File: config.mk
export PLATFORM = sky130hd
export DESIGN_NAME = spi_slave_cfg_flat
export DESIGN_NICKNAME = d
export VERILOG_FILES = /design/src/rtl/spi_slave_cfg_if.sv /design/src/rtl/spi_slave_cfg.sv /design/src/flat_wrapper.sv
export SDC_FILE = /design/constraint.sdc
export NUM_CORES = 1
export LEC_CHECK = 0
export CORE_ASPECT_RATIO = 1.2
export CORE_MARGIN = 10
export CORE_UTILIZATION = 45
export CTS_CLUSTER_DIAMETER = 150
export CTS_CLUSTER_SIZE = 28
export DETAILED_ROUTE_END_ITERATION = 7
export PLACE_DENSITY = 0.73
export RECOVER_POWER = 25
export SYNTH_ARGS = -nofsm -noshare
export SYNTH_HDL_FRONTEND = slang
export SYNTH_SLANG_ARGS = --single-unit
File: constraint.sdc
create_clock -name clk -period 3.45 [get_ports clk]
set_input_delay 0.5175 -clock clk [delete_from_list [all_inputs] [get_ports clk]]
set_output_delay 0.5175 -clock clk [all_outputs]
set_load 0.005 [all_outputs]
File: src/rtl/spi_slave_cfg_if.sv
// spi_slave_cfg_if
// Parallel-side bundle of the configurable SPI slave: the TX valid/ready
// holding-register handshake, the RX valid/ready delivery handshake and the
// one-cycle status pulses.
//   slave  modport : used by spi_slave_cfg (drives ready/rx/status)
//   master modport : used by the consuming logic (drives tx/rx_ready)
interface spi_slave_cfg_if #(
    parameter int DATA_W = 8
) ();
    logic [DATA_W-1:0] tx_data;
    logic              tx_valid;
    logic              tx_ready;
    logic [DATA_W-1:0] rx_data;
    logic              rx_valid;
    logic              rx_ready;
    logic              rx_overrun;
    logic              tx_underrun;
    logic              frame_abort;
    logic              busy;

    modport slave (
        input  tx_data, tx_valid, rx_ready,
        output tx_ready, rx_data, rx_valid, rx_overrun, tx_underrun,
               frame_abort, busy
    );

    modport master (
        output tx_data, tx_valid, rx_ready,
        input  tx_ready, rx_data, rx_valid, rx_overrun, tx_underrun,
               frame_abort, busy
    );
endinterface

File: src/rtl/spi_slave_cfg.sv
// spi_slave_cfg
// SPI slave with configurable word width, per-frame SPI mode (cpol/cpha
// latched when chip select falls) and MSB/LSB-first ordering. SPI pins are
// oversampled in the clk domain. Multi-word frames use a one-word TX holding
// register and a one-word RX output register, both with valid/ready.
// Ports:
//   clk, rst            system clock, async active-high reset
//   spi_clk/cs_n/mosi   asynchronous SPI pins from the master
//   spi_miso, _oe       slave data out and its enable (high while selected)
//   cpol, cpha          SPI mode for the next frame
//   bus                 TX/RX handshakes, overrun/underrun/abort pulses, busy
module spi_slave_cfg #(
    parameter int              DATA_W    = 8,
    parameter bit              LSB_FIRST = 1'b0,
    parameter logic [DATA_W-1:0] TX_FILL = '0
) (
    input  logic           clk,
    input  logic           rst,
    input  logic           spi_clk,
    input  logic           spi_cs_n,
    input  logic           spi_mosi,
    output logic           spi_miso,
    output logic           spi_miso_oe,
    input  logic           cpol,
    input  logic           cpha,
    spi_slave_cfg_if.slave bus
);
    localparam int              CNT_W   = $clog2(DATA_W + 1);
    localparam logic [CNT_W-1:0] CNT_MAX = CNT_W'(DATA_W);

    typedef enum logic [1:0] {
        ST_IDLE,
        ST_LOAD,
        ST_SHIFT
    } state_t;

    state_t            state;
    logic              sclk_s1, sclk_s2, sclk_s3;
    logic              cs_s1, cs_s2;
    logic              mosi_s1, mosi_s2;
    logic              rise_q, fall_q, mosi_q;
    logic              mode_cpol, mode_cpha;
    logic [CNT_W-1:0]  cnt;
    logic              need_load;
    logic [DATA_W-1:0] tx_sh, rx_sh;
    logic [DATA_W-1:0] hold_data;
    logic              hold_full;
    logic              miso_q, oe_q, busy_q;
    logic              underrun_q, abort_q, overrun_q;
    logic [DATA_W-1:0] rx_data_q;
    logic              rx_valid_q;

    logic              sample_edge, shift_edge;
    logic              word_done, take;
    logic [DATA_W-1:0] next_word, shift_word;

    function automatic logic out_bit(input logic [DATA_W-1:0] w);
        return LSB_FIRST ? w[0] : w[DATA_W-1];
    endfunction

    function automatic logic [DATA_W-1:0] advance(input logic [DATA_W-1:0] w);
        return LSB_FIRST ? (w >> 1) : (w << 1);
    endfunction

    // Two-stage synchronisers; the third spi_clk stage only feeds edge
    // detection. Edges are registered together with the MOSI value from the
    // same stage, so the sampled bit lines up with the edge that samples it.
    always_ff @(posedge clk or posedge rst) begin
        if (rst) begin
            sclk_s1 <= 1'b0;
            sclk_s2 <= 1'b0;
            sclk_s3 <= 1'b0;
            cs_s1   <= 1'b1;
            cs_s2   <= 1'b1;
            mosi_s1 <= 1'b0;
            mosi_s2 <= 1'b0;
            rise_q  <= 1'b0;
            fall_q  <= 1'b0;
            mosi_q  <= 1'b0;
        end else begin
            sclk_s1 <= spi_clk;
            sclk_s2 <= sclk_s1;
            sclk_s3 <= sclk_s2;
            cs_s1   <= spi_cs_n;
            cs_s2   <= cs_s1;
            mosi_s1 <= spi_mosi;
            mosi_s2 <= mosi_s1;
            rise_q  <= sclk_s2 & ~sclk_s3;
            fall_q  <= ~sclk_s2 & sclk_s3;
            mosi_q  <= mosi_s2;
        end
    end

    assign sample_edge = (mode_cpol == mode_cpha) ? rise_q : fall_q;
    assign shift_edge  = (mode_cpol == mode_cpha) ? fall_q : rise_q;
    assign word_done   = (state == ST_SHIFT) && (cnt == CNT_MAX);
    assign next_word   = hold_full ? hold_data : TX_FILL;
    // A word moves from the holding register either in LOAD or on the first
    // shift edge after a completed word.
    assign take        = (state == ST_LOAD) ||
                         ((state == ST_SHIFT) && !cs_s2 && shift_edge && need_load);
    assign shift_word  = need_load ? next_word : tx_sh;

    // TX holding register. A load and a write in the same cycle are both
    // honoured: the load takes the old word, the new word replaces it.
    always_ff @(posedge clk or posedge rst) begin
        if (rst) begin
            hold_full <= 1'b0;
            hold_data <= '0;
        end else if (bus.tx_valid && (!hold_full || take)) begin
            hold_full <= 1'b1;
            hold_data <= bus.tx_data;
        end else if (take) begin
            hold_full <= 1'b0;
        end
    end

    // state    | meaning
    // ST_IDLE  | deselected; waiting for chip select to fall
    // ST_LOAD  | one cycle: first TX word into the shifter, counter cleared
    // ST_SHIFT | sampling/shifting on SPI edges until chip select rises
    always_ff @(posedge clk or posedge rst) begin
        if (rst) begin
            state      <= ST_IDLE;
            mode_cpol  <= 1'b0;
            mode_cpha  <= 1'b0;
            cnt        <= '0;
            need_load  <= 1'b0;
            tx_sh      <= '0;
            rx_sh      <= '0;
            miso_q     <= 1'b0;
            oe_q       <= 1'b0;
            busy_q     <= 1'b0;
            underrun_q <= 1'b0;
            abort_q    <= 1'b0;
        end else begin
            underrun_q <= 1'b0;
            abort_q    <= 1'b0;
            case (state)
                ST_IDLE: begin
                    miso_q    <= 1'b0;
                    cnt       <= '0;
                    need_load <= 1'b0;
                    if (!cs_s2) begin
                        mode_cpol <= cpol;
                        mode_cpha <= cpha;
                        oe_q      <= 1'b1;
                        busy_q    <= 1'b1;
                        state     <= ST_LOAD;
                    end else begin
                        oe_q   <= 1'b0;
                        busy_q <= 1'b0;
                    end
                end
                ST_LOAD: begin
                    cnt        <= '0;
                    need_load  <= 1'b0;
                    underrun_q <= !hold_full;
                    // CPHA=0 presents bit 0 now; CPHA=1 waits for the first
                    // shift edge to present it.
                    if (!mode_cpha) begin
                        miso_q <= out_bit(next_word);
                        tx_sh  <= advance(next_word);
                    end else begin
                        tx_sh  <= next_word;
                    end
                    state <= ST_SHIFT;
                end
                ST_SHIFT: begin
                    if (cs_s2) begin
                        // A word completed but not yet delivered is not partial.
                        abort_q   <= (cnt != '0) && (cnt != CNT_MAX);
                        cnt       <= '0;
                        need_load <= 1'b0;
                        miso_q    <= 1'b0;
                        oe_q      <= 1'b0;
                        busy_q    <= 1'b0;
                        state     <= ST_IDLE;
                    end else begin
                        if (cnt == CNT_MAX) begin
                            cnt       <= '0;
                            need_load <= 1'b1;
                        end else if (sample_edge) begin
                            rx_sh <= LSB_FIRST ? {mosi_q, rx_sh[DATA_W-1:1]}
                                               : {rx_sh[DATA_W-2:0], mosi_q};
                            cnt   <= cnt + CNT_W'(1);
                        end
                        if (shift_edge) begin
                            if (need_load) begin
                                underrun_q <= !hold_full;
                                need_load  <= 1'b0;
                            end
                            miso_q <= out_bit(shift_word);
                            tx_sh  <= advance(shift_word);
                        end
                    end
                end
                default: state <= ST_IDLE;
            endcase
        end
    end

    // RX output register: a completed word is dropped only if the previous
    // one is still pending and not being accepted this cycle.
    always_ff @(posedge clk or posedge rst) begin
        if (rst) begin
            rx_data_q  <= '0;
            rx_valid_q <= 1'b0;
            overrun_q  <= 1'b0;
        end else begin
            overrun_q <= 1'b0;
            if (word_done) begin
                if (!rx_valid_q || bus.rx_ready) begin
                    rx_data_q  <= rx_sh;
                    rx_valid_q <= 1'b1;
                end else begin
                    overrun_q <= 1'b1;
                end
            end else if (rx_valid_q && bus.rx_ready) begin
                rx_valid_q <= 1'b0;
            end
        end
    end

    assign spi_miso        = miso_q;
    assign spi_miso_oe     = oe_q;
    assign bus.tx_ready    = ~hold_full;
    assign bus.rx_data     = rx_data_q;
    assign bus.rx_valid    = rx_valid_q;
    assign bus.rx_overrun  = overrun_q;
    assign bus.tx_underrun = underrun_q;
    assign bus.frame_abort = abort_q;
    assign bus.busy        = busy_q;
endmodule

File: src/flat_wrapper.sv
// flat-port wrapper written by rule: the top's interface ports become plain ports
module spi_slave_cfg_flat 
#(
    parameter int              DATA_W    = 8,
    parameter bit              LSB_FIRST = 1'b0,
    parameter logic [DATA_W-1:0] TX_FILL = '0
)
  (clk, rst, spi_clk, spi_cs_n, spi_mosi, spi_miso, spi_miso_oe, cpol, cpha, bus_tx_data, bus_tx_valid, bus_rx_ready, bus_tx_ready, bus_rx_data, bus_rx_valid, bus_rx_overrun, bus_tx_underrun, bus_frame_abort, bus_busy);
  spi_slave_cfg_if #(.DATA_W(DATA_W)) bus_i ();
  input  logic clk;
  input  logic rst;
  input  logic spi_clk;
  input  logic spi_cs_n;
  input  logic spi_mosi;
  output logic spi_miso;
  output logic spi_miso_oe;
  input  logic cpol;
  input  logic cpha;
  input wire logic [$bits(bus_i.tx_data)-1:0] bus_tx_data;
  input wire logic [$bits(bus_i.tx_valid)-1:0] bus_tx_valid;
  input wire logic [$bits(bus_i.rx_ready)-1:0] bus_rx_ready;
  output wire logic [$bits(bus_i.tx_ready)-1:0] bus_tx_ready;
  output wire logic [$bits(bus_i.rx_data)-1:0] bus_rx_data;
  output wire logic [$bits(bus_i.rx_valid)-1:0] bus_rx_valid;
  output wire logic [$bits(bus_i.rx_overrun)-1:0] bus_rx_overrun;
  output wire logic [$bits(bus_i.tx_underrun)-1:0] bus_tx_underrun;
  output wire logic [$bits(bus_i.frame_abort)-1:0] bus_frame_abort;
  output wire logic [$bits(bus_i.busy)-1:0] bus_busy;
  assign bus_i.tx_data = bus_tx_data;
  assign bus_i.tx_valid = bus_tx_valid;
  assign bus_i.rx_ready = bus_rx_ready;
  assign bus_tx_ready = bus_i.tx_ready;
  assign bus_rx_data = bus_i.rx_data;
  assign bus_rx_valid = bus_i.rx_valid;
  assign bus_rx_overrun = bus_i.rx_overrun;
  assign bus_tx_underrun = bus_i.tx_underrun;
  assign bus_frame_abort = bus_i.frame_abort;
  assign bus_busy = bus_i.busy;
  spi_slave_cfg #(.DATA_W(DATA_W), .LSB_FIRST(LSB_FIRST), .TX_FILL(TX_FILL)) u_core (.clk(clk), .rst(rst), .spi_clk(spi_clk), .spi_cs_n(spi_cs_n), .spi_mosi(spi_mosi), .spi_miso(spi_miso), .spi_miso_oe(spi_miso_oe), .cpol(cpol), .cpha(cpha), .bus(bus_i));
endmodule
==> impl_results.md <==
- Status: completed
- Power Dens Cells: 758.7 mW/mm^2
- Slew @ Worst Pin: 1392 ps
- Final setup violation count: 0
- Setup TNS: 0 ps
- WHS: 350.3 ps
- Total Routed Length: 4759 um
- GRT Util Overall: 11.32%
- Synth top area share: 54.77%
- Endpoint of the worst-slack reg-to-reg timing path: u_core.tx_sh[5]
- Remaining DRCs: 0
- Initial antenna violation count: 0
- CTS tree: done
- Die width: 88.84 um
- Initial Utilization: 45.75%
- Per-cell routed wire length: 15.20 um
- Syn_area_per_cell: roughly 12 um^2
- Fmax: 0.4427 GHz
- Reg2reg start: u_core.state[0]
- Power Internal: 1618 uW
- Period utilization: 65.48%
- CTS sink count: 58
- Final Hold Viols: 0
- Design Area, Final: 0.003127 mm^2
- Synth Cell Area: ~0.0026 mm^2
- Min-Delay Path Class: reg -> reg
- IO Pins: 33
- # hold bufs at CTS: 0
- Pwr Total: 2372 uW
- P_leak: 0.001415 uW
- Seq/Total Area, Yosys: a little under three fifths
- Area Overhead vs Synth: 22.20%
- DP Area: 0.002930 mm^2
- Share of cells above drive strength 1: 22.89%
- Post-CTS Resized: 0
- Worst Setup Start Kind: flop
- Switching power: roughly 750 uW
- Clk pwr share: 26.3%
- Synth Register Bits: 58
- Hold Path Sink: u_core.sclk_s2
- Core area: 0.005593 mm^2
- Worst Clk Skew: ~14 ps
- Max-Slew Margin vs Limit: 7.196%
- Drt pass-1 iters: 4
- Most common cell after layout, fill and taps aside: dfrtp_1
- Chip height: just over 100 um
- Critical path's most frequent cell: inv_1
- CP Class: reg -> reg
- Clock buffer depth: 2
- Seq pwr share: 40.4%
- Die ar.: 0.009114 mm^2
- Synth area leaders: dfrtp_1, mux2_2, nand2_1, ha_1, o221ai_1
- Via-to-Cell Ratio: 5.371
- Crit path max fanout: 12
- Mapped Cells: 208
- Largest net degree at the start of global routing: 59
- Fill cell count: between 400 and 500
- Slowest-stage cell, CP: a221oi_2
- Switching Fraction: 31.79%
- Overflow after GRT: 0
- Critical path data arrival time: roughly 2500 ps
- Insertion delay to the later sink of the worst-skew pair: 340 ps
- Largest stage delay on the critical path: 660 ps
- WHS Path Cells: 0
- Number of distinct library cells after synthesis: 42
- Via count: 1681
- Crit path buf inv count: 2
- Setup ws final: 1191 ps
- Worst Path Required: 3670 ps
- Site row count: 30
- RSZ-0062 raised after global routing: no
- Type of destination of the critical path: flop
- H-tree Lvls: 3
- CTS root buffer: clkbuf_8
- Combinational share of power: 33.3%
- Most frequent cells in the layout: dfrtp_1, mux2_2, clkdlybuf4s50_1, nand2_1, inv_1
- Min cycle time layout: approximately 2300 ps
- Mapped Nets: about 230
- DPL Wire Length: roughly 3300 um
- Synth warn: 0
- 1st-iter DRT viols: 130
- Crit path cell chain: inv_1, ha_1, inv_1, a221oi_2, mux2_2
- Min-delay src: u_core.sclk_s1
- First-pass GRT wire length: 7962 um
- Dpl ws: 1199 ps
- Antenna-violating nets left: 0
- Max cap viols: 0
- TritonCTS Buffers: 9
- Final slew viol count: 0
- R2R setup slack: around 1200 ps
- Routability cong.: between 0.7 and 0.8
- Fin nets: 267
- Largest area contributor in the netlist: dfrtp_1
- IO Port Bufs: 32
- Peak VDD IR: ~0.38 mV
- Critical path's top delay family: compound AO/OA/AOI/OAI gates
- Clock Pin Slew Worst Setup and Hold Paths: 60 ps
- N_diodes: 0
- Setup Buffers After CTS: 0
- Vias in the first global route: 1740
- R2R depth: 5
-- flip-flops by register name (all words and copies together) (netlist names), 2 cells and up --
register	count
u_core.bus.rx_data	8
u_core.tx_sh	8
u_core.rx_sh	8
u_core.cnt	4
u_core.state	2
u_core.hold_data	8
-- through the flow --
| step | util (%) | cells |
|---|---|---|
| finish | 55.91 | 313 |
| global route | 55.91 | 313 |
| detailed placement | 52.39 | 297 |
| floorplan | - | 208 |
| global placement | 52.39 | 297 |
| CTS | 55.95 | 313 |
-- synth_stat cells (all sizes together) --
master and count:
nor4 1, o211ai 2, a221oi 2, nor3b 1
o221ai 7, o22ai 2, clkbuf 5, a21oi 4
nand4b 2, xnor2 1, a21o 1, or4 1
and3b 1, o21ai 4, inv 13, dfrtp 56
or3 1, dfstp 2, nand2b 3, o2bb2ai 1
nor2 6, a32o 1, nand2 23, a31oi 1
mux2i 4, mux2 34, a22o 1, and3 1
ha 6, o21bai 1, nand3 7, buf 3
or2b 1, a2bb2oi 1, nor3 3, nor2b 4
nand3b 1
-- cells by family (layout without fill, tap and decap cells) --
group / after synthesis / after routing / share of synthesized area (%)
AO/OA/AOI/OAI: 28 / 28 / 8.460
multiplexers: 38 / 38 / 16.53
buffers and inverters: 21 / 62 / 3.326
XOR/XNOR: 1 / 1 / 0.6359
adder cells (fa/ha/maj): 6 / 6 / 2.934
AND/OR/NAND/NOR: 56 / 56 / 11.30
flip-flops: 58 / 58 / 56.82
-- worst max path at each step --
stage / start / endpoint / slack [ps] / cells after the start
3_5_place_dp: u_core.state[0] / u_core.tx_sh[4] / 1200 / 5
3_3_place_gp: u_core.state[0] / u_core.tx_sh[5] / 1300 / 5
5_1_grt: u_core.state[0] / u_core.tx_sh[5] / 1050 / 5
6_report: u_core.state[0] / u_core.tx_sh[5] / 1190 / 5
2_1_floorplan: rst / u_core.bus.frame_abort / 1510 / 1
4_1_cts: u_core.state[0] / u_core.tx_sh[4] / 1180 / 5
-- worst reg2reg max path: cells and delay by family (launching register included) --
| family | cells | cell delay [ps] |
|---|---|---|
| flops | 1 | 420 |
| mux | 1 | 410 |
| compound gates | 1 | 660 |
| buf+inv | 2 | 240 |
| fa+ha+maj | 1 | 410 |
-- final cells by class --
cell class / count / area, um^2 / share of cell area [%]
inverters: 13 / 48.80 / 1.561
clock inverters: 3 / 40.04 / 1.281
repair buffers: 33 / 325.3 / 10.40
multi-input cells: 129 / 1020 / 32.61
clock buffers: 13 / 158.9 / 5.082
flip-flops and latches: 58 / 1454 / 46.50
well taps: 64 / 80.08 / 2.561
-- power groups by stage --
stage	clock [uW]	sequential [uW]	combinational [uW]
finish	624	959	789
floorplan	0	926	636
global placement	0	962	769
detailed placement	0	973	788
global route	668	981	867
CTS	641	960	796
-- per-layer routing --
metal	GRT usage (%)	part of all wire, %	vias to the layer above	wire, um
met4	7.347	2.9	0	138
met2	17.42	48	42	2287
met3	3.478	4.0	11	191
met1	13.36	45	820	2140
met5	0	0	-	0
li1	-	-	808	-
Power figures use the tool's default switching activity.
